[src/rtl/sa_wb_collector.sv]
// Result-row collector: captures quantized rows from the systolic array, optionally applies ReLU,
// buffers them in a FIFO and drains them into the shared result SRAM through a req/gnt port.
module sa_wb_collector #(
    parameter int unsigned N     = 8,
    parameter int unsigned DEPTH = 8,
    parameter int unsigned AW    = 13
) (
    input  logic                     clk,
    input  logic                     rst_n,
    input  logic                     start,
    input  logic                     cfg_relu_en,
    input  logic [AW-1:0]            cfg_base_addr,
    input  logic [15:0]              cfg_exp_rows,
    input  logic                     in_wen_n,
    input  logic [AW-1:0]            in_waddr,
    input  logic [N*8-1:0]           in_data,
    output logic                     sram_req,
    input  logic                     sram_gnt,
    output logic                     sram_wen_n,
    output logic [AW-1:0]            sram_waddr,
    output logic [N*8-1:0]           sram_wdata,
    output logic [$clog2(DEPTH):0]   fifo_level,
    output logic                     busy,
    output logic                     done,
    output logic                     err_overflow,
    output logic                     err_extra
);

    localparam int unsigned PW = $clog2(DEPTH);
    localparam int unsigned LW = PW + 1;
    localparam int unsigned DW = N * 8;
    localparam int unsigned EW = AW + DW;

    typedef enum logic [1:0] {StIdle, StRun, StFlush, StDone} state_e;

    state_e          state_q, state_d;
    logic            relu_en_q;
    logic [AW-1:0]   base_q;
    logic [15:0]     exp_q;
    logic [15:0]     acc_q, acc_d;
    logic [15:0]     wr_q, wr_d;
    logic            ovf_q, ovf_d;
    logic            extra_q, extra_d;

    logic [EW-1:0]   mem_q [DEPTH];
    logic [PW-1:0]   wptr_q, rptr_q;
    logic [LW-1:0]   level_q, level_d;

    logic            wen_n_q;
    logic [AW-1:0]   waddr_q;
    logic [DW-1:0]   wdata_q;

    logic            row_valid, fifo_empty, fifo_full;
    logic            push_req, push, pop, drop;
    logic [EW-1:0]   push_entry;

    function automatic logic [DW-1:0] relu(input logic [DW-1:0] d, input logic en);
        logic [DW-1:0] r;
        r = d;
        for (int i = 0; i < int'(N); i++) begin
            if (en && d[8*i+7]) r[8*i +: 8] = 8'h00;
        end
        return r;
    endfunction

    assign row_valid  = !in_wen_n;
    assign fifo_empty = (level_q == '0);
    assign fifo_full  = (level_q == LW'(DEPTH));
    // Rows beyond the expected count are not pushed; they flag err_extra instead.
    assign push_req   = (state_q == StRun) && row_valid && (acc_q != exp_q);
    assign pop        = !fifo_empty && sram_gnt;
    assign push       = push_req && (!fifo_full || pop);
    assign drop       = push_req && fifo_full && !pop;
    assign push_entry = {base_q + in_waddr, relu(in_data, relu_en_q)};
    assign level_d    = level_q + LW'(push) - LW'(pop);

    always_comb begin
        state_d = state_q;
        acc_d   = acc_q;
        wr_d    = wr_q;
        ovf_d   = ovf_q;
        extra_d = extra_q;
        if (push_req) acc_d = acc_q + 16'd1;
        if (pop)      wr_d  = wr_q + 16'd1;
        if (drop)     ovf_d = 1'b1;
        unique case (state_q)
            StIdle: begin
                if (start) begin
                    state_d = StRun;
                    acc_d   = '0;
                    wr_d    = '0;
                    ovf_d   = 1'b0;
                    extra_d = 1'b0;
                end
            end
            StRun: begin
                if (acc_d == exp_q) state_d = StFlush;
            end
            StFlush: begin
                // A dropped row is never written, so an overflowed job parks here until reset.
                if (wr_q == exp_q && fifo_empty && wen_n_q) state_d = StDone;
            end
            StDone: state_d = StIdle;
            default: state_d = StIdle;
        endcase
        if (row_valid && !push_req) extra_d = 1'b1;
    end

    always_ff @(posedge clk or negedge rst_n) begin
        if (!rst_n) begin
            state_q   <= StIdle;
            relu_en_q <= 1'b0;
            base_q    <= '0;
            exp_q     <= '0;
            acc_q     <= '0;
            wr_q      <= '0;
            ovf_q     <= 1'b0;
            extra_q   <= 1'b0;
        end else begin
            state_q <= state_d;
            acc_q   <= acc_d;
            wr_q    <= wr_d;
            ovf_q   <= ovf_d;
            extra_q <= extra_d;
            if (state_q == StIdle && start) begin
                relu_en_q <= cfg_relu_en;
                base_q    <= cfg_base_addr;
                exp_q     <= cfg_exp_rows;
            end
        end
    end

    always_ff @(posedge clk or negedge rst_n) begin
        if (!rst_n) begin
            wptr_q  <= '0;
            rptr_q  <= '0;
            level_q <= '0;
        end else begin
            if (push) wptr_q <= wptr_q + PW'(1);
            if (pop)  rptr_q <= rptr_q + PW'(1);
            level_q <= level_d;
        end
    end

    always_ff @(posedge clk) begin
        if (push) mem_q[wptr_q] <= push_entry;
    end

    always_ff @(posedge clk or negedge rst_n) begin
        if (!rst_n) begin
            wen_n_q <= 1'b1;
            waddr_q <= '0;
            wdata_q <= '0;
        end else begin
            wen_n_q <= !pop;
            if (pop) {waddr_q, wdata_q} <= mem_q[rptr_q];
        end
    end

    assign sram_req     = !fifo_empty;
    assign sram_wen_n   = wen_n_q;
    assign sram_waddr   = waddr_q;
    assign sram_wdata   = wdata_q;
    assign fifo_level   = level_q;
    assign busy         = (state_q != StIdle);
    assign done         = (state_q == StDone);
    assign err_overflow = ovf_q;
    assign err_extra    = extra_q;

endmodule

[config.mk]
export PLATFORM = sky130hd
export DESIGN_NAME = sa_wb_collector
export DESIGN_NICKNAME = d
export VERILOG_FILES = /design/src/rtl/sa_wb_collector.sv
export SDC_FILE = /design/constraint.sdc
export NUM_CORES = 1
export LEC_CHECK = 0
export CORE_ASPECT_RATIO = 0.9
export CORE_MARGIN = 2
export CORE_UTILIZATION = 40
export CTS_CLUSTER_DIAMETER = 200
export DETAILED_ROUTE_END_ITERATION = 7
export MAX_ROUTING_LAYER = met4
export PLACE_DENSITY = 0.56
export REMOVE_ABC_BUFFERS = 1
export SLEW_MARGIN = 20
export SYNTH_ARGS = -nofsm -noshare
export SYNTH_HDL_FRONTEND = slang
export SYNTH_SLANG_ARGS = --single-unit
[constraint.sdc]
create_clock -name clk -period 11.66 [get_ports clk]
set_input_delay 2.332 -clock clk [delete_from_list [all_inputs] [get_ports clk]]
set_output_delay 2.332 -clock clk [all_outputs]
set_load 0.02 [all_outputs]
==> summary.txt <==
share of layout cells above drive strength 1 = 0.1643
Post-CTS Setup Bufs = 0
cell taking the most area after synthesis = edfxtp_1
GRT Max-Usage Layer = met2
CTS buffer count = 82
Max-Cap Viols = 0
critical path's largest stage delay = 0.83 ns
synth cell count leaders = edfxtp_1 (616), nand2_1 (208), mux4_2 (154)
Post-Syn Area = 30,880 sq um
placed cell count = 2,933
power per cell area = 238.1 nW/um^2
Netlist cell types = 67
Final ANT Viol Nets = 0
sequential area share after synthesis = 0.7239
post-DR vias/cell = 5.142
Layout area overhead = 19.50%
post-synthesis mux area share = 0.1384
die area = 79,440 sq um
Synth Flop Type = edfxtp_1
met1 Use GR = 0.2415
GRT overflow = 0
CP Data Required Time = 11.88 ns
Root Buffer = clkbuf_16
Site Rows = 96
TritonCTS Sinks = 770
post-synthesis compound-gate area fraction = 0.02597
Critical Path AT = 5.78 ns
clock period minus worst slack = 5.558 ns
M2 GR Usage = 0.2771
Leak Pwr = 0.01292 uW
overall global routing resource usage = 0.1766
GP Congestion = 0.8371
Vias = 15,872
fmax = 179.9 MHz
synthesis-stage register bit count = 770
Worst slew margin = 0.2711
Starting Density = 0.4042
top-count cell post-synth = edfxtp_1
Synth top area share = 0.5991
Skew-Pair Late Insertion Delay = 0.61 ns
Worst setup SP type = input port
XOR/XNOR Fraction of Synth Area = 0.02464
WL/cell = 21.94 um
Synth area leaders = edfxtp_1 (60%), dfrtp_1 (12%), mux4_2 (11%)
Worst Setup End Kind = flip-flop
Syn Area/Cell = 17.52 sq um
Pins Over Slew Limit = 0
maximum vdd drop = 0.1090 mV
worst clock skew = 0.02472 ns
clock tree buffer depth = 3
Simple-Gate Fraction of Synth Area = 0.06119
Total Wirelength = 67,740 um
die width = 296.9 um
largest family of logic cells by synthesized area = multiplexers
final hold vios = 0
asr flop ratio synth = 0.2000
Final period util = 0.4767
Post-synth EDFFs = 616
CP Cell Sequence = clkdlybuf4s50_1 > and2_1 > inv_6 > nand3_1 > and2_1 > nand2_1 > nor2_4 > buf_4
Post-Layout Cell Count = 3,087
Total Power = 8787 uW
antenna violations before repair = 3
RSZ-0062 raised after global routing = no
Final Instance Area = 36,900 sq um
Fill cells = 6,526
IO Pins = 199
initial drt markers = 1,053
estimated wirelength of the detail-placed design = 40,360 um
hold buffer count at cts = 0
GR Util met3 = 0.03034
Crit-path slowest cell = buf_4
drt pass-1 iters = 5
status = completed
most used cell, CP = and2_1
post-CTS sizing = 0
Syn. warnings = 0
Crit Path Max Fanout = 84
post-synthesis adder-cell area fraction = 0.01224
Worst-Margin Slew = 1.093 ns
Setup CP Type = input port to flip-flop
vias in the first global route = 16,651
H-tree Lvls = 3
first-pass GRT wire length = 102,800 um
number of remaining DRC errors = 0
Core ar. = 76,390 sq um
pin count of the biggest net entering global routing = 85
clock-pin slew on the worst setup and hold paths = 0.06 ns
Post-DP Area = 34,090 sq um
Min-Delay Path Class = flip-flop to flip-flop
final net count = 2,130
CTS tree = yes
final setup violation count = 0
Port-buffer cells = 198
Post-Synthesis Cells = 1,762
DIE HEIGHT = 267.6 um
routing by layer:
metal,up-vias,share of wire
met5,-,0
met4,0,0.021
met3,87,0.047
met2,371,0.48
met1,8205,0.46
li1,7209,-
worst max-delay path, delay by kind of cell:
family        cells  cell delay (ns)
simple gates      5             1.79
buf+inv           3             1.60
worst paths after layout:
| check | cells after the start | to | slack, ns | from |
|---|---|---|---|---|
| min | 2 | sram_wdata[38]$_DFFE_PN0N_ | 0.48 | sram_wdata[38]$_DFFE_PN0N_ |
| max reg2reg | 10 | mem_q[7][51]$_DFFE_PP_ | 7.42 | fifo_level[2]$_DFF_PN0_ |
| min reg2reg | 2 | sram_wdata[38]$_DFFE_PN0N_ | 0.48 | sram_wdata[38]$_DFFE_PN0N_ |
| max in group asynchronous | 2 | rptr_q[1]$_DFFE_PN0N_ | 8.70 | rst_n |
| min in group asynchronous | 1 | sram_wdata[11]$_DFFE_PN0N_ | 1.74 | rst_n |
| max | 8 | mem_q[7][51]$_DFFE_PP_ | 6.10 | sram_gnt |
logic make-up (layout without fill, tap and decap cells):
family,after synthesis,count (layout)
flops,770,770
simple gates,405,405
mux,234,234
compound gates,137,137
buf+inv,106,401
xor+xnor,81,81
fa+ha+maj,29,29
other cells,0,1
power by group:
part / internal, uW / switching [uW] / leakage [uW]
logic: 1110 / 1250 / 0.00405
registers: 3490 / 274 / 0.00753
clock network: 1620 / 1040 / 0.00135
cell usage in the layout, fill, tap and decap left out, types with 16 or more instances in the layout:
cell / netlist / final
edfxtp_1: 616 / 616
nand2_1: 208 / 208
clkdlybuf4s50_1: 0 / 197
mux4_2: 154 / 154
dfrtp_1: 153 / 150
o21ai_0: 91 / 91
clkbuf_16: 0 / 86
mux2i_1: 79 / 79
and2_1: 62 / 61
nor2_1: 55 / 54
xnor2_1: 50 / 50
xor2_1: 27 / 27
ha_1: 27 / 27
buf_4: 1 / 26
clkbuf_1: 56 / 24
inv_1: 23 / 22
nand3_1: 17 / 17
a21oi_1: 16 / 16
final cells by class:
class,instances,area [sq um],area share
Clock inverter,36,459.2,0.01244
Tap cell,1029,1287,0.03489
Timing Repair Buffer,226,2220,0.06015
Multi-Input combinational cell,886,8150,0.2209
Clock buffer,116,2325,0.06300
Antenna cell,1,2.502,0.00006782
Inverter,23,91.34,0.002475
Sequential cell,770,22360,0.6061
metrics by stage:
step | utilization | setup TNS, ns | hold WS, ns | setup WS [ns]
floorplan | - | -192.93 | 0.4497 | -1.584
global placement | 0.4461 | 0 | 0.4635 | 5.387
detailed placement | 0.4462 | 0 | 0.4670 | 5.324
CTS | 0.4826 | 0 | 0.4827 | 5.990
global route | 0.4830 | 0 | 0.5019 | 5.754
finish | 0.4830 | 0 | 0.4758 | 6.102
flip-flops by register name (all words and copies together) (netlist names):
register / count
relu_en_q: 1
sram_wdata: 64
wptr_q: 3
fifo_level: 4
sram_wen_n: 1
err_extra: 1
exp_q: 16
acc_q: 16
sram_waddr: 13
rptr_q: 3
wr_q: 16
mem_q: 616
state_q: 2
base_q: 13
err_overflow: 1
(Power assumes the default switching activity.)
